[src/rtl/calc_pkg.sv]
// Shared types for the calc command sequencer: opcodes, queued command, FSM states.
package calc_pkg;

    localparam int CALC_DATA_W = 16;

    typedef enum logic [1:0] {
        OP_MUL = 2'd0,
        OP_ADD = 2'd1,
        OP_SQR = 2'd2,
        OP_INC = 2'd3
    } calc_op_e;

    typedef struct packed {
        calc_op_e               op;
        logic [CALC_DATA_W-1:0] a;
        logic [CALC_DATA_W-1:0] b;
    } calc_cmd_t;

    typedef enum logic [2:0] {
        S_IDLE,
        S_SEND_A,
        S_SEND_OP,
        S_SEND_B,
        S_CAPTURE,
        S_HOLD
    } calc_seq_state_e;

    // Only the two-operand ops send a third token.
    function automatic logic op_has_b(calc_op_e op);
        return (op == OP_MUL) || (op == OP_ADD);
    endfunction

endpackage

[src/rtl/calc_seq_fifo.sv]
// Synchronous command FIFO; pop data is presented from the head slot (show-ahead).
module calc_seq_fifo
    import calc_pkg::*;
#(
    parameter int DEPTH = 4
) (
    input  logic      clk,
    input  logic      rst,
    input  logic      push,
    input  calc_cmd_t wr_data,
    input  logic      pop,
    output calc_cmd_t rd_data,
    output logic      full,
    output logic      empty
);

    localparam int PTR_W = $clog2(DEPTH);
    localparam int CNT_W = PTR_W + 1;

    calc_cmd_t        mem_q [DEPTH];
    calc_cmd_t        mem_d [DEPTH];
    logic [PTR_W-1:0] wr_ptr_q, wr_ptr_d;
    logic [PTR_W-1:0] rd_ptr_q, rd_ptr_d;
    logic [CNT_W-1:0] count_q, count_d;
    logic             do_push, do_pop;

    assign full    = (count_q == CNT_W'(DEPTH));
    assign empty   = (count_q == '0);
    assign do_push = push & ~full;
    assign do_pop  = pop & ~empty;
    assign rd_data = mem_q[rd_ptr_q];

    // Pointers wrap naturally since DEPTH is a power of two.
    always_comb begin
        mem_d    = mem_q;
        wr_ptr_d = wr_ptr_q;
        rd_ptr_d = rd_ptr_q;
        count_d  = count_q;
        if (do_push) begin
            mem_d[wr_ptr_q] = wr_data;
            wr_ptr_d        = wr_ptr_q + PTR_W'(1);
        end
        if (do_pop) begin
            rd_ptr_d = rd_ptr_q + PTR_W'(1);
        end
        case ({do_push, do_pop})
            2'b10:   count_d = count_q + CNT_W'(1);
            2'b01:   count_d = count_q - CNT_W'(1);
            default: count_d = count_q;
        endcase
    end

    always_ff @(posedge clk) begin
        if (rst) begin
            wr_ptr_q <= '0;
            rd_ptr_q <= '0;
            count_q  <= '0;
        end else begin
            wr_ptr_q <= wr_ptr_d;
            rd_ptr_q <= rd_ptr_d;
            count_q  <= count_d;
        end
        mem_q <= mem_d;
    end

endmodule

[src/rtl/calc_seq.sv]
// Serializes queued (op, a, b) commands into calc's token stream and returns its result.
// Optional CALC_SEQ_B2B_EN: HOLD pops the next command directly, skipping IDLE.
module calc_seq
    import calc_pkg::*;
#(
    parameter int DATA_W     = CALC_DATA_W,
    parameter int FIFO_DEPTH = 4
) (
    input  logic              clk,
    input  logic              rst,
    input  logic              cmd_valid,
    output logic              cmd_ready,
    input  logic [1:0]        cmd_op,
    input  logic [DATA_W-1:0] cmd_a,
    input  logic [DATA_W-1:0] cmd_b,
    output logic              calc_valid,
    output logic [DATA_W-1:0] calc_data,
    input  logic [DATA_W-1:0] calc_result,
    output logic              res_valid,
    input  logic              res_ready,
    output logic [DATA_W-1:0] res_data
);

    calc_seq_state_e   state_q, state_d;
    calc_cmd_t         cmd_q, cmd_d;
    calc_cmd_t         fifo_wr, fifo_rd;
    logic [DATA_W-1:0] res_data_q, res_data_d;
    logic              res_valid_q, res_valid_d;
    logic              fifo_pop, fifo_full, fifo_empty;

    assign fifo_wr.op = calc_op_e'(cmd_op);
    assign fifo_wr.a  = cmd_a;
    assign fifo_wr.b  = cmd_b;
    assign cmd_ready  = ~fifo_full;
    assign res_valid  = res_valid_q;
    assign res_data   = res_data_q;

    calc_seq_fifo #(.DEPTH(FIFO_DEPTH)) u_fifo (
        .clk     (clk),
        .rst     (rst),
        .push    (cmd_valid),
        .wr_data (fifo_wr),
        .pop     (fifo_pop),
        .rd_data (fifo_rd),
        .full    (fifo_full),
        .empty   (fifo_empty)
    );

    // Token outputs depend only on state_q/cmd_q, never on an input.
    always_comb begin
        state_d     = state_q;
        cmd_d       = cmd_q;
        res_data_d  = res_data_q;
        res_valid_d = res_valid_q;
        fifo_pop    = 1'b0;
        calc_valid  = 1'b0;
        calc_data   = '0;
        case (state_q)
            S_IDLE: begin
                if (!fifo_empty) begin
                    fifo_pop = 1'b1;
                    cmd_d    = fifo_rd;
                    state_d  = S_SEND_A;
                end
            end
            S_SEND_A: begin
                calc_valid = 1'b1;
                calc_data  = cmd_q.a;
                state_d    = S_SEND_OP;
            end
            S_SEND_OP: begin
                calc_valid = 1'b1;
                calc_data  = DATA_W'(cmd_q.op);
                state_d    = op_has_b(cmd_q.op) ? S_SEND_B : S_CAPTURE;
            end
            S_SEND_B: begin
                calc_valid = 1'b1;
                calc_data  = cmd_q.b;
                state_d    = S_CAPTURE;
            end
            S_CAPTURE: begin
                res_data_d  = calc_result;
                res_valid_d = 1'b1;
                state_d     = S_HOLD;
            end
            S_HOLD: begin
                if (res_ready) begin
                    res_valid_d = 1'b0;
                    state_d     = S_IDLE;
`ifdef CALC_SEQ_B2B_EN
                    if (!fifo_empty) begin
                        fifo_pop = 1'b1;
                        cmd_d    = fifo_rd;
                        state_d  = S_SEND_A;
                    end
`endif
                end
            end
            default: state_d = S_IDLE;
        endcase
    end

    always_ff @(posedge clk) begin
        if (rst) begin
            state_q     <= S_IDLE;
            cmd_q       <= '0;
            res_data_q  <= '0;
            res_valid_q <= 1'b0;
        end else begin
            state_q     <= state_d;
            cmd_q       <= cmd_d;
            res_data_q  <= res_data_d;
            res_valid_q <= res_valid_d;
        end
    end

endmodule
[config.mk]
export PLATFORM = sky130hd
export DESIGN_NAME = calc_seq
export DESIGN_NICKNAME = d
export VERILOG_FILES = /design/src/rtl/calc_pkg.sv /design/src/rtl/calc_seq_fifo.sv /design/src/rtl/calc_seq.sv
export SDC_FILE = /design/constraint.sdc
export NUM_CORES = 1
export LEC_CHECK = 0
export CORE_ASPECT_RATIO = 1.2
export CORE_MARGIN = 2
export CORE_UTILIZATION = 52
export CTS_BUF_LIST = sky130_fd_sc_hd__clkbuf_2 sky130_fd_sc_hd__clkbuf_4 sky130_fd_sc_hd__clkbuf_8
export DETAILED_ROUTE_END_ITERATION = 10
export PLACE_DENSITY = 0.78
export SETUP_SLACK_MARGIN = 0.15
export SYNTH_ARGS = -nofsm -noshare
export SYNTH_HDL_FRONTEND = slang
export SYNTH_SLANG_ARGS = --single-unit
[constraint.sdc]
create_clock -name clk -period 2.2 [get_ports clk]
set_input_delay 0.55 -clock clk [delete_from_list [all_inputs] [get_ports clk]]
set_output_delay 0.55 -clock clk [all_outputs]
set_load 0.02 [all_outputs]
# Word level (Yosys, flattened, before mapping)

Cells that the tools add are included.

$add $sub $neg: 4
$lt $le $gt $ge: 3
Equality and inequality tests: 11
Muxes and demuxes: 17
Bitwise operators: 6
Reductions and logical operators: 11

Operators with widths:

| cell                                                                          | number |
|---|---|
| 136-bit bitwise mux                                                           | 1 |
| 34-bit 2-to-1 mux                                                             | 3 |
| 34-bit binary-select mux with 2-bit select                                    | 1 |
| 34-bit demux with 2-bit select                                                | 1 |
| 16-bit case mux with 3 select lines                                           | 1 |
| 3-bit case mux with 6 select lines                                            | 1 |
| 3-bit == test (second input constant)                                         | 3 |
| 3-bit 2-to-1 mux                                                              | 3 |
| 3-bit by 2-bit == test with 1-bit output (second input constant)              | 2 |
| 3-bit >= comparator (second input constant)                                   | 2 |
| 3-bit logical NOT                                                             | 2 |
| 2-bit inverter with 3-bit output                                              | 2 |
| 3-bit case mux with 2 select lines                                            | 1 |
| 2-bit AND reduction                                                           | 3 |
| 2-bit by 1-bit adder with 2-bit output (second input constant)                | 2 |
| 2-bit by 1-bit == test with 1-bit output (second input constant)              | 2 |
| 1-bit 2-to-1 mux                                                              | 4 |
| 2-bit inequality test (second input constant)                                 | 2 |
| 2-bit nonzero test                                                            | 2 |
| 3-bit by 1-bit adder with 3-bit output (second input constant)                | 1 |
| 3-bit by 1-bit == test with 1-bit output (second input constant)              | 1 |
| 3-bit by 1-bit less-than comparator with 1-bit output (second input constant) | 1 |
| 3-bit OR reduction                                                            | 1 |
| 3-bit by 1-bit subtractor with 3-bit output (second input constant)           | 1 |
| 7 further kinds                                                               | 9 |

Register bits after elaboration: 197
Input port bits: 54
Output and inout bits: 35
Logic and storage cells: 73

# Depth between registers and ports, before layout

Gate-level depths: netlist of run 1.

Word-level depth: 6
Gate-level depth with buffers: 10
Mapped depth without buffers: 8

# By module

A second synthesis of run 1 with hierarchy kept.

Cells, all modules: 515
Area total of the unflattened synthesis: 7,781.2 µm²

Modules (own cells, without submodules):

| module        | times used | cells each | area an instance (µm²) | seq. area each (µm²) |
|---|---|---|---|---|
| calc_seq_fifo | 1          | 228        | 5,464.0                | 4,224.1 |
| calc_seq      | 1          | 287        | 2,317.2                | 1,081.0 |

# Worst setup path before layout of run 1

No wires, ideal clock.

Kind: flip-flop to flip-flop
Start point: reg u_fifo.count_q[2]
End point: reg u_fifo.count_q[2]
Library setup time: 0.070 ns
Arrival: 2.202 ns
Slack: -0.073 ns
Stages on the path, launching flop included: 10
Path buffers: 1
Path through: dfxtp_1 > or3b_2 > buf_2 > nand2_1 > ha_1 > inv_1 > fa_1 > xor2_1 > or3_1 > a21oi_1

Elaborated cells between the ends (all ways): 14
Those cells by class: 2 x add/sub; 3 x eq/ne; 3 x mux; 4 x bitwise; 2 x reduce/logical

RTL lines:

| element                                                                          | line                | RTL |
|---|---|---|
| start: declaration                                                               | calc_seq_fifo.sv:24 | `logic [CNT_W-1:0] count_q, count_d;` |
| start signal: assignment                                                         | calc_seq_fifo.sv:61 | `count_q <= count_d;` |
| 3-bit == test *                                                                  | calc_seq_fifo.sv:27 | `assign full = (count_q == CNT_W'(DEPTH));` |
| 1-bit inverter *                                                                 | -                   |  |
| named net cmd_ready                                                              | calc_seq.sv:12      | `output logic cmd_ready,` |
| 1-bit bitwise AND *                                                              | calc_seq_fifo.sv:29 | `assign do_push = push & ~full;` |
| 2-bit by 1-bit == test with 1-bit output / 2-bit == test (equally long branches) | calc_seq_fifo.sv:46 | `case ({do_push, do_pop})` |
| 3-bit case mux with 2 select lines / 2-bit nonzero test (equally long branches)  | -                   |  |

The timed path passes the listed nets; every way through them passes the cells marked *.
A chain may end at the register's enable or synchronous reset.

# Final worst setup path of run 1

Start point: reg state_q[1]
End point: out calc_data[14]

Longest elaborated chain between the ends: 2
Elaborated cells between the ends (all ways): 4
Those cells by class: 3 x eq/ne; 1 x mux

RTL lines:

| element                                                                                                     | line            | RTL |
|---|---|---|
| start: declaration                                                                                          | calc_seq.sv:24  | `calc_seq_state_e state_q, state_d;` |
| start signal: assignment                                                                                    | calc_seq.sv:110 | `state_q <= state_d;` |
| 3-bit by 2-bit == test with 1-bit output / 3-bit by 1-bit == test with 1-bit output (equally long branches) | calc_seq.sv:58  | `case (state_q)` |
| 16-bit case mux with 3 select lines *                                                                       | calc_seq.sv:58  |  |
| end: declaration                                                                                            | calc_seq.sv:17  | `output logic [DATA_W-1:0] calc_data,` |

Mark *: on every way between the ends. The rest lies on a longest branch, timed or not.

==> results of run 1 <==
-- metal layers --
metal  vias to the layer above  part of all wire
li1                       2193                 -
met1                      2323              0.38
met2                       163              0.54
met3                        30             0.059
met4                         0             0.026
met5                         -                 0
-- power groups by stage --
stage	clock, mW	sequential (mW)	combinational, mW
after floorplan	0	4.77	2.15
after global placement	0	4.84	3.10
after detailed placement	0	4.88	3.17
after CTS	2.35	4.81	3.33
after global routing	2.48	4.88	3.66
final	2.29	4.83	3.39
-- worst reg2reg max path: stages (launching register included) --
cell     delay (ns)
dfxtp_4        0.38
or3_4          0.39
nor2_4         0.13
ha_4           0.15
inv_2          0.03
fa_2           0.33
xor2_1         0.15
or3_1          0.31
a21oi_1        0.15
-- final timing paths --
check	start	endpoint	slack (ns)	depth (start not counted)
max	state_q[1]	calc_data[14]	0.05	5
min reg2reg	res_data[15]	res_data[15]	0.46	2
min	rst	u_fifo.wr_ptr_q[1]	0.46	2
max reg2reg	state_q[0]	u_fifo.count_q[2]	0.12	8
-- cells in the mapped netlist (all sizes together), types with 5 or more instances --
cell type  number  share of area
nand3          36          0.024
edfxtp        136           0.53
inv             7         0.0034
mux2i          15          0.020
o21ai          38          0.025
clkbuf         22          0.011
dfxtp          61           0.16
mux4           34           0.10
nor2           24          0.012
a21oi          59          0.039
nand2          36          0.018
ha              5         0.0082
buf            19          0.015
-- metrics by stage --
stage	util	setup TNS (ns)	setup slack, ns	area [um2]
after floorplan	-	0	0.0621	7700
after global placement	0.620	-0.0355	-0.0355	8930
after detailed placement	0.620	-0.0879	-0.0879	8930
after CTS	0.654	0	0.0335	9420
after global routing	0.657	-0.0252	-0.0252	9470
final	0.657	0	0.0537	9470
-- registers in the layout, summed over array words and instances (netlist names) --
signal / count
cmd_q: 34
u_fifo.wr_ptr_q: 2
res_data: 16
res_valid: 1
u_fifo.count_q: 3
u_fifo.mem_q: 136
state_q: 3
u_fifo.rd_ptr_q: 2
-- kinds of logic (layout without fill, tap and decap cells) --
logic type,after synthesis,after routing
and+or+nand+nor,116,116
muxes,51,51
DFF,197,197
AOI/OAI and AO/OA,103,103
buffers and inverters,48,171
xor gates and xnor gates,2,2
adders and majority gates,6,6
-- timing repair --
action / CTS / global route
gates resized for setup: 89 / 16
hold buffers: 0 / 0
endpoints found under the setup margin: 19 / 19
pin swaps: 1 / 2
setup buffers: 10 / 2
gates cloned: 1 / 1
-- final cells by class --
| type | instances | area (um2) | share of cell area |
|---|---|---|---|
| clock buffer | 24 | 299 | 0.0316 |
| clock inverter | 8 | 103 | 0.0108 |
| inverter | 7 | 26.3 | 0.00277 |
| multi-input combinational | 278 | 2180 | 0.230 |
| sequential | 197 | 5320 | 0.562 |
| tap | 175 | 219 | 0.0231 |
| timing repair buffer | 132 | 1320 | 0.139 |
==> qor.yml, run 1 <==
timing:
  worst_pin_slew_ns: 0.417
  rsz0062_at_grt: "yes"
  fin_crit_ns: 2.15
  setup_viol: 0
  fin_crit_sh: 0.976
  hold_slack_ns: 0.458
  hold_violations: 0
  slew_headroom: 0.722
  fin_skew_ns: 0.0137
  slew_viol_final: 0
  fmax_mhz: 466
route:
  postRouteWirelength_um: 16000
  antenna_left: 0
  drt_iter0_markers: 294
  via_count: 4709
  drc: 0
  dr.pass1.iters: 5
  via_per_inst: 5.74
  wl_per_cell_um: 19.4
global_routing:
  grt_use_met1: 0.247
  grt_overflow: 0
  grt_usage: 0.215
  gr-usage-met3: 0.0509
  grt_pass1_wl_um: 24900
  antenna_found_initial: 0
  grt_pass1_vias: 4822
  grt_max_degree: 49
  gr-usage-met2: 0.380
  busiest_layer: "met2"
setup_path:
  worstSetupPathType: "register to output port"
  crit_path_end_kind: "output port"
  crit_chain: "buf_12 > buf_4 > mux2i_1 > nor2_1 > buf_4"
  cpMaxStageDelayCell: "dfxtp_4"
  path_common_cell: "buf_4"
  start_kind: "register"
  worst_ep_required_time_ns: 1.65
  cp_slowest_stage_delay_ns: 0.40
  cp.arrival_ns: 1.60
  path_delay_family: "buffers and inverters"
  crit_fanout: 6
  path_buf_inv: 3
clocking:
  cts_tree: "yes"
  clk_latency_ns: 0.47
  cts_num_sinks: 197
  h-tree-depth: 4
  cts_buffer_depth: 2
  path_clk_slew_ns: 0.09
  numCtsBuffers: 17
  root_buffer: "clkbuf_8"
die:
  start_util: 0.531
  die-area_um2: 15700
  die_w_um: 115
  io_pins: 89
  num_rows: 48
  core-area_um2: 14400
  die_h_um: 137
finish:
  fillers: 1044
  fin_cells: 821
  num_antenna_cells: 0
  layout_commonest_cell: "edfxtp_1"
  layout.nets: 693
  most-common-layout-cells: "136 x edfxtp_1, 69 x clkdlybuf4s50_1, 57 x a21oi_1, 55 x dfxtp_1, 42 x buf_4"
  syn_to_final_growth_pct: 23.7
  drive_gt1_frac: 0.241
synthesis:
  avgSynthCellArea_um2: 14.6
  ys.flop_type: "edfxtp_1"
  synth-simple-area-share: 0.0729
  synth_compound_area_frac: 0.0698
  synth_fp_nets: 583
  synth-seq-area-share: 0.693
  synth_adder_area_share: 0.0108
  postSynthCellCount: 523
  ys_warn_count: 0
  synth_edf_count: 136
  netlist_area_um2: 7660
  synth-xor-area-share: 0.00229
  ys_ff_latch: 197
  ys_async_sr_fraction: 0
  ys_types: 35
  synth_mux_area_frac: 0.123
  synth_top_family_by_area: "multiplexers"
placement:
  dp_cells: 775
  gp_congestion: 0.804
  dp_hpwl_um: 10200
  numPortBuffers: 88
power_and_ir_drop:
  p_seq_frac: 0.459
  intPower_mw: 7.22
  p_comb_frac: 0.323
  p_switching_mw: 3.29
  clkPwrFrac: 0.218
  total_power_mw: 10.5
  p_leak_nw: 3.15
  power_density_nw_per_um2: 1110
  peakVddDrop_uv: 471
  swShare: 0.313
run:
  cap_violations: 0
worst_hold_path:
  hold_class: "input port to register"
status:
  outcome: "completed"
Note: power is estimated with default switching activity, not from simulation.
==> inputs of run 2 (changes only) <==
--- a/config.mk
+++ b/config.mk
@@ -6,9 +6,9 @@
 export NUM_CORES = 1
 export LEC_CHECK = 0
 export CORE_ASPECT_RATIO = 1.2
-export CORE_MARGIN = 2
+export CORE_MARGIN = 5
 export CORE_UTILIZATION = 52
-export CTS_BUF_LIST = sky130_fd_sc_hd__clkbuf_2 sky130_fd_sc_hd__clkbuf_4 sky130_fd_sc_hd__clkbuf_8
+export CTS_BUF_LIST = sky130_fd_sc_hd__clkbuf_2
 export DETAILED_ROUTE_END_ITERATION = 10
 export PLACE_DENSITY = 0.78
 export SETUP_SLACK_MARGIN = 0.15
==> qor.yml, run 2 (synthesis results as in run 1) <==
status:
  outcome: "complete, but fails checks"
  violations: "negative setup slack"
clocking:
  h-tree-depth: 4  # unchanged
  root_buffer: "clkbuf_2"
  clk_latency_ns: 0.74  # +0.27 ns
  cts_buffer_depth: 2  # unchanged
  numCtsBuffers: 17  # unchanged
  cts_num_sinks: 197  # unchanged
  path_clk_slew_ns: 0.26  # +0.17 ns
  cts_tree: "yes"
timing:
  fin_skew_ns: 0.0271  # +0.0134 ns
  slew_viol_final: 0  # unchanged
  fin_crit_sh: 1.10  # +0.123
  slew_headroom: 0.656  # -0.0663
  worst_pin_slew_ns: 0.514  # +0.0977 ns
  rsz0062_at_grt: "yes"
  setup_ws_ns: -0.218  # -0.271 ns
  setup_viol: 19  # +19
  hold_slack_ns: 0.308  # -0.150 ns
  hold_violations: 0  # unchanged
  fin_crit_ns: 2.42  # +0.271 ns
  fmax_mhz: 414  # -11%
  final.setup.tns_ns: -2.90  # -2.90 ns
run:
  cap_violations: 0  # unchanged
die:
  die-area_um2: 17300  # +9.8%
  core-area_um2: 14400  # unchanged
  start_util: 0.531  # unchanged
  num_rows: 48  # unchanged
  io_pins: 89  # unchanged
  die_w_um: 121  # +5.2%
  die_h_um: 143  # +4.4%
setup_path:
  cp.arrival_ns: 1.87  # +0.27 ns
  crit_fanout: 3  # -3
  worst_ep_required_time_ns: 1.65  # about the same
  r2r_start: "state_q[0]"
  critPathLaunch: "state_q[0]"
  start_kind: "register"
  worstSetupPathType: "register to output port"
  crit_path_end_kind: "output port"
finish:
  layout_commonest_cell: "edfxtp_1"
  regMostFlops: "u_fifo.mem_q"
  layout.nets: 697  # +0.58%
  fin_cells: 825  # +0.49%
  largest_reg_flops: 136  # unchanged
  syn_to_final_growth_pct: 22.2
  drive_gt1_frac: 0.288  # +0.0466
  most-common-layout-cells: "136 x edfxtp_1, 57 x a21oi_1, 52 x clkdlybuf4s50_1, 46 x dfxtp_1, 37 x buf_4"
  fillers: 1035  # -0.86%
global_routing:
  gr-usage-met2: 0.361  # -0.0185
  grt_use_met1: 0.242  # -0.00492
  busiest_layer: "met2"
  grt_usage: 0.201  # -0.0135
  grt_overflow: 0  # unchanged
  antenna_found_initial: 1  # +1
  grt_pass1_vias: 4905  # +1.7%
  grt_max_degree: 55  # +12%
  gr-usage-met3: 0.0432  # -0.00774
  grt_pass1_wl_um: 26200  # +5.3%
power_and_ir_drop:
  peakVddDrop_uv: 671  # +42%
  p_leak_nw: 3.14  # -0.25%
  power_density_nw_per_um2: 1090  # -1.7%
  total_power_mw: 10.2  # -2.9%
route:
  antenna_left: 0  # unchanged
  via_per_inst: 5.83  # +1.7%
  wl_per_cell_um: 20.3  # +4.5%
  drc: 0  # unchanged
  dr.pass1.iters: 5  # unchanged
  postRouteWirelength_um: 16800  # +5.0%
  drt_iter0_markers: 420  # +43%
  via_count: 4813  # +2.2%
worst_hold_path:
  holdCritStartpoint: "calc_result[14]"
  hold_class: "input port to register"
placement:
  gp_congestion: 0.852  # +5.9%
  dp_hpwl_um: 10800  # +6.1%
  dp_cells: 775  # unchanged
  numPortBuffers: 88  # unchanged
-- run 2: worst max-delay path, stage by stage (launching register included) --
cell and delay (ns):
dfxtp_4 0.44, buf_6 0.11, mux2_4 0.31, nand2_2 0.07, a21oi_2 0.06, buf_6 0.13
-- run 2: per-layer routing --
layer,vias to the layer above,share of wire
met5,-,0
met4,0,0.017
met3,15,0.056
met2,190,0.54
met1,2407,0.39
li1,2201,-
-- run 2: worst paths after layout --
check                                         end  depth (start not counted)  slack [ns]
worst max-delay path                 calc_data[1]                          5       -0.22
worst min-delay path                 res_data[14]                          3        0.31
worst max register to register  u_fifo.count_q[2]                         10       -0.11
worst min register to register       res_data[12]                          2        0.47
-- run 2: layout make-up --
cell class                 count  area, um2  area share
clock buffer                  18       90.1     0.00962
inverter                       7       26.3     0.00281
multi-input combinational    278       2210       0.236
antenna                        1       2.50    0.000267
tap                          175        219      0.0234
sequential                   197       5330       0.570
timing repair buffer         136       1300       0.139
clock inverter                13        183      0.0195
-- run 2: through the flow --
stage               area, um2   util  setup WS (ns)
finish                   9360  0.649         -0.218
detailed placement       8920  0.619         -0.116
floorplan                7700      -         0.0621
CTS                      9310  0.646         -0.263
global route             9360  0.649         -0.343
global placement         8920  0.619        -0.0201
-- run 2: what timing repair did --
item	CTS	global route
resized for setup	151	27
endpoints found under the hold margin	0	3
endpoints found under the setup margin	37	33
gates cloned	0	1
pin swaps	7	6
hold buffers	0	1
setup buffers	13	3
-- run 2: power by group --
group	total, mW	switching [mW]	internal (mW)
registers	4.79	0.263	4.53
logic	3.53	1.95	1.58
clock network	1.89	1.15	0.741
total	10.2	3.36	6.85
==> inputs of run 3 (changes only) <==
--- a/config.mk
+++ b/config.mk
@@ -7,9 +7,11 @@
 export LEC_CHECK = 0
 export CORE_ASPECT_RATIO = 1.2
 export CORE_MARGIN = 5
-export CORE_UTILIZATION = 52
+export CORE_UTILIZATION = 59
 export CTS_BUF_LIST = sky130_fd_sc_hd__clkbuf_2
 export DETAILED_ROUTE_END_ITERATION = 10
+export DONT_BUFFER_PORTS = 1
+export HOLD_SLACK_MARGIN = 0.12
 export PLACE_DENSITY = 0.78
 export SETUP_SLACK_MARGIN = 0.15
 export SYNTH_ARGS = -nofsm -noshare
==> qor.yml, run 3 (synthesis results as in run 1) <==
finish:
  layout_commonest_cell: "edfxtp_1"
  num_antenna_cells: 0  # -1
  seqCellArea_um2: 5320  # -0.19%
  largest_reg_flops: 136  # unchanged
  most-common-layout-cells: "136 x edfxtp_1, 56 x a21oi_1, 54 x dfxtp_1, 53 x dlygate4sd3_1, 35 x nand3_1"
  final_area_um2: 9240  # -1.3%
  multi_input_area_um2: 2360  # +7.1%
  drive_gt1_frac: 0.276  # -0.0119
  regMostFlops: "u_fifo.mem_q"
  layout.nets: 666  # -4.4%
  syn_to_final_growth_pct: 20.6
  fillers: 769  # -26%
placement:
  dp_slack_ns: 0.0366  # +0.153 ns
  place_area_um2: 7950  # -11%
  dp_hpwl_um: 9420  # -13%
  numPortBuffers: 0  # -100%
  gp_congestion: 0.813  # -4.6%
setup_path:
  cpMaxStageDelayCell: "dfxtp_2"
  worst_ep_required_time_ns: 1.65  # about the same
  cp.arrival_ns: 1.93  # +0.06 ns
  crit_fanout: 7  # +4
  cp_slowest_stage_delay_ns: 0.41  # -0.03 ns
  path_buf_inv: 3  # +1
  worstSetupPathType: "register to output port"
  crit_path_end_kind: "output port"
  start_kind: "register"
  path_delay_family: "buffers and inverters"
  crit_chain: "buf_12 > buf_4 > nand2b_4 > nor2_2 > buf_6"
die:
  die_w_um: 114  # -5.6%
  start_util: 0.605  # +0.0732
  die_h_um: 135  # -5.7%
  core-area_um2: 12700  # -12%
  die-area_um2: 15400  # -11%
  io_pins: 89  # unchanged
  num_rows: 45  # -6.3%
route:
  drt_iter0_markers: 410  # -2.4%
  via_count: 4748  # -1.4%
  via_per_inst: 6.06  # +3.9%
  postRouteWirelength_um: 16900  # +1.1%
  drc: 0  # unchanged
  dr.pass1.iters: 4  # -1
  wl_per_cell_um: 21.6  # +6.5%
  antenna_left: 0  # unchanged
worst_hold_path:
  hold_class: "input port to register"
status:
  outcome: "complete, but fails checks"
  violations: "negative setup slack"
timing:
  fmax_mhz: 403  # -2.6%
  fin_skew_ns: 0.0317  # +0.00465 ns
  slew_headroom: 0.354  # -0.302
  fin_crit_ns: 2.48  # +0.0637 ns
  fin_crit_sh: 1.13  # +0.0290
  rsz0062_at_grt: "yes"
  hold_violations: 0  # unchanged
  setup_ws_ns: -0.281  # -0.0637 ns
  slew_viol_final: 0  # unchanged
  hold_slack_ns: 0.211  # -0.0971 ns
  worst_pin_slew_ns: 0.969  # +0.455 ns
  setup_viol: 18  # -1
clocking:
  clk_latency_ns: 0.75  # about the same
  root_buffer: "clkbuf_2"
  cts_buffer_depth: 2  # unchanged
  path_clk_slew_ns: 0.26  # about the same
  cts_tree: "yes"
  cts_num_sinks: 197  # unchanged
  h-tree-depth: 4  # unchanged
  numCtsBuffers: 17  # unchanged
global_routing:
  grt_max_degree: 63  # +15%
  grt_overflow: 0  # unchanged
  grt_pass1_wl_um: 26100  # -0.53%
  antenna_found_initial: 0  # -1
  grt_usage: 0.225  # +0.0240
  grt_pass1_vias: 4882  # -0.47%
run:
  cap_violations: 0  # unchanged
power_and_ir_drop:
  power_density_nw_per_um2: 1120  # +2.5%
  p_leak_nw: 3.01  # -4.2%
  peakVddDrop_uv: 585  # -13%
## run 3: routing by layer
metal	vias to the layer above	global-route usage	share of wire
li1	2132	-	-
met1	2390	0.265	0.37
met2	198	0.389	0.54
met3	28	0.0650	0.073
met4	0	0.0898	0.025
met5	-	0	0
## run 3: through the flow
| stage | TNS, ns | util | power, mW | instances |
|---|---|---|---|---|
| final | -3.84 | 0.729 | 10.3 | 783 |
| after global routing | -6.05 | 0.729 | 10.8 | 783 |
| after CTS | -4.02 | 0.716 | 9.97 | 778 |
| after detailed placement | 0 | 0.628 | 7.67 | 677 |
| after global placement | 0 | 0.628 | 7.58 | 677 |
| after floorplan | 0 | - | 6.93 | 523 |
## run 3: area by class of cell
type,instances,area share
clock inverters,11,0.0145
well taps,164,0.0222
multi-input cells,279,0.256
repair buffers,104,0.117
clock buffers,21,0.0114
inverters,7,0.00285
flip-flops and latches,197,0.576
## run 3: what timing repair did
action                                 in CTS  in global routing
gates cloned                                3                  0
gates resized for setup                    51                 27
endpoints found under the hold margin     197                  0
setup endpoints to repair                  19                 43
pin swaps                                   8                  9
buffers inserted                           12                  5
hold buffers                               54                  0
## run 3: worst reg2reg max path: stages (launching register included)
cell and delay [ns]:
dfxtp_4 0.46, or3_4 0.36, nor2_4 0.15, ha_4 0.15, inv_2 0.03, fa_2 0.33, xor2_1 0.16, or3_4 0.34
a21oi_2 0.13
## run 3: final timing paths
kind	slack [ns]	endpoint	cells past startpoint	start
worst min register to register	0.50	cmd_q[21]	2	cmd_q[21]
worst max-delay path	-0.28	calc_data[14]	5	state_q[0]
worst min-delay path	0.21	u_fifo.count_q[2]	4	cmd_valid
worst max register to register	0.01	u_fifo.count_q[2]	8	state_q[1]
## run 3: report_power, final
group	leakage (nW)	internal, mW	switching (mW)	total, mW
registers	1.75	4.53	0.391	4.92
clock network	0.144	0.636	1.10	1.73
logic	1.11	1.66	2.01	3.67
total	3.01	6.83	3.50	10.3
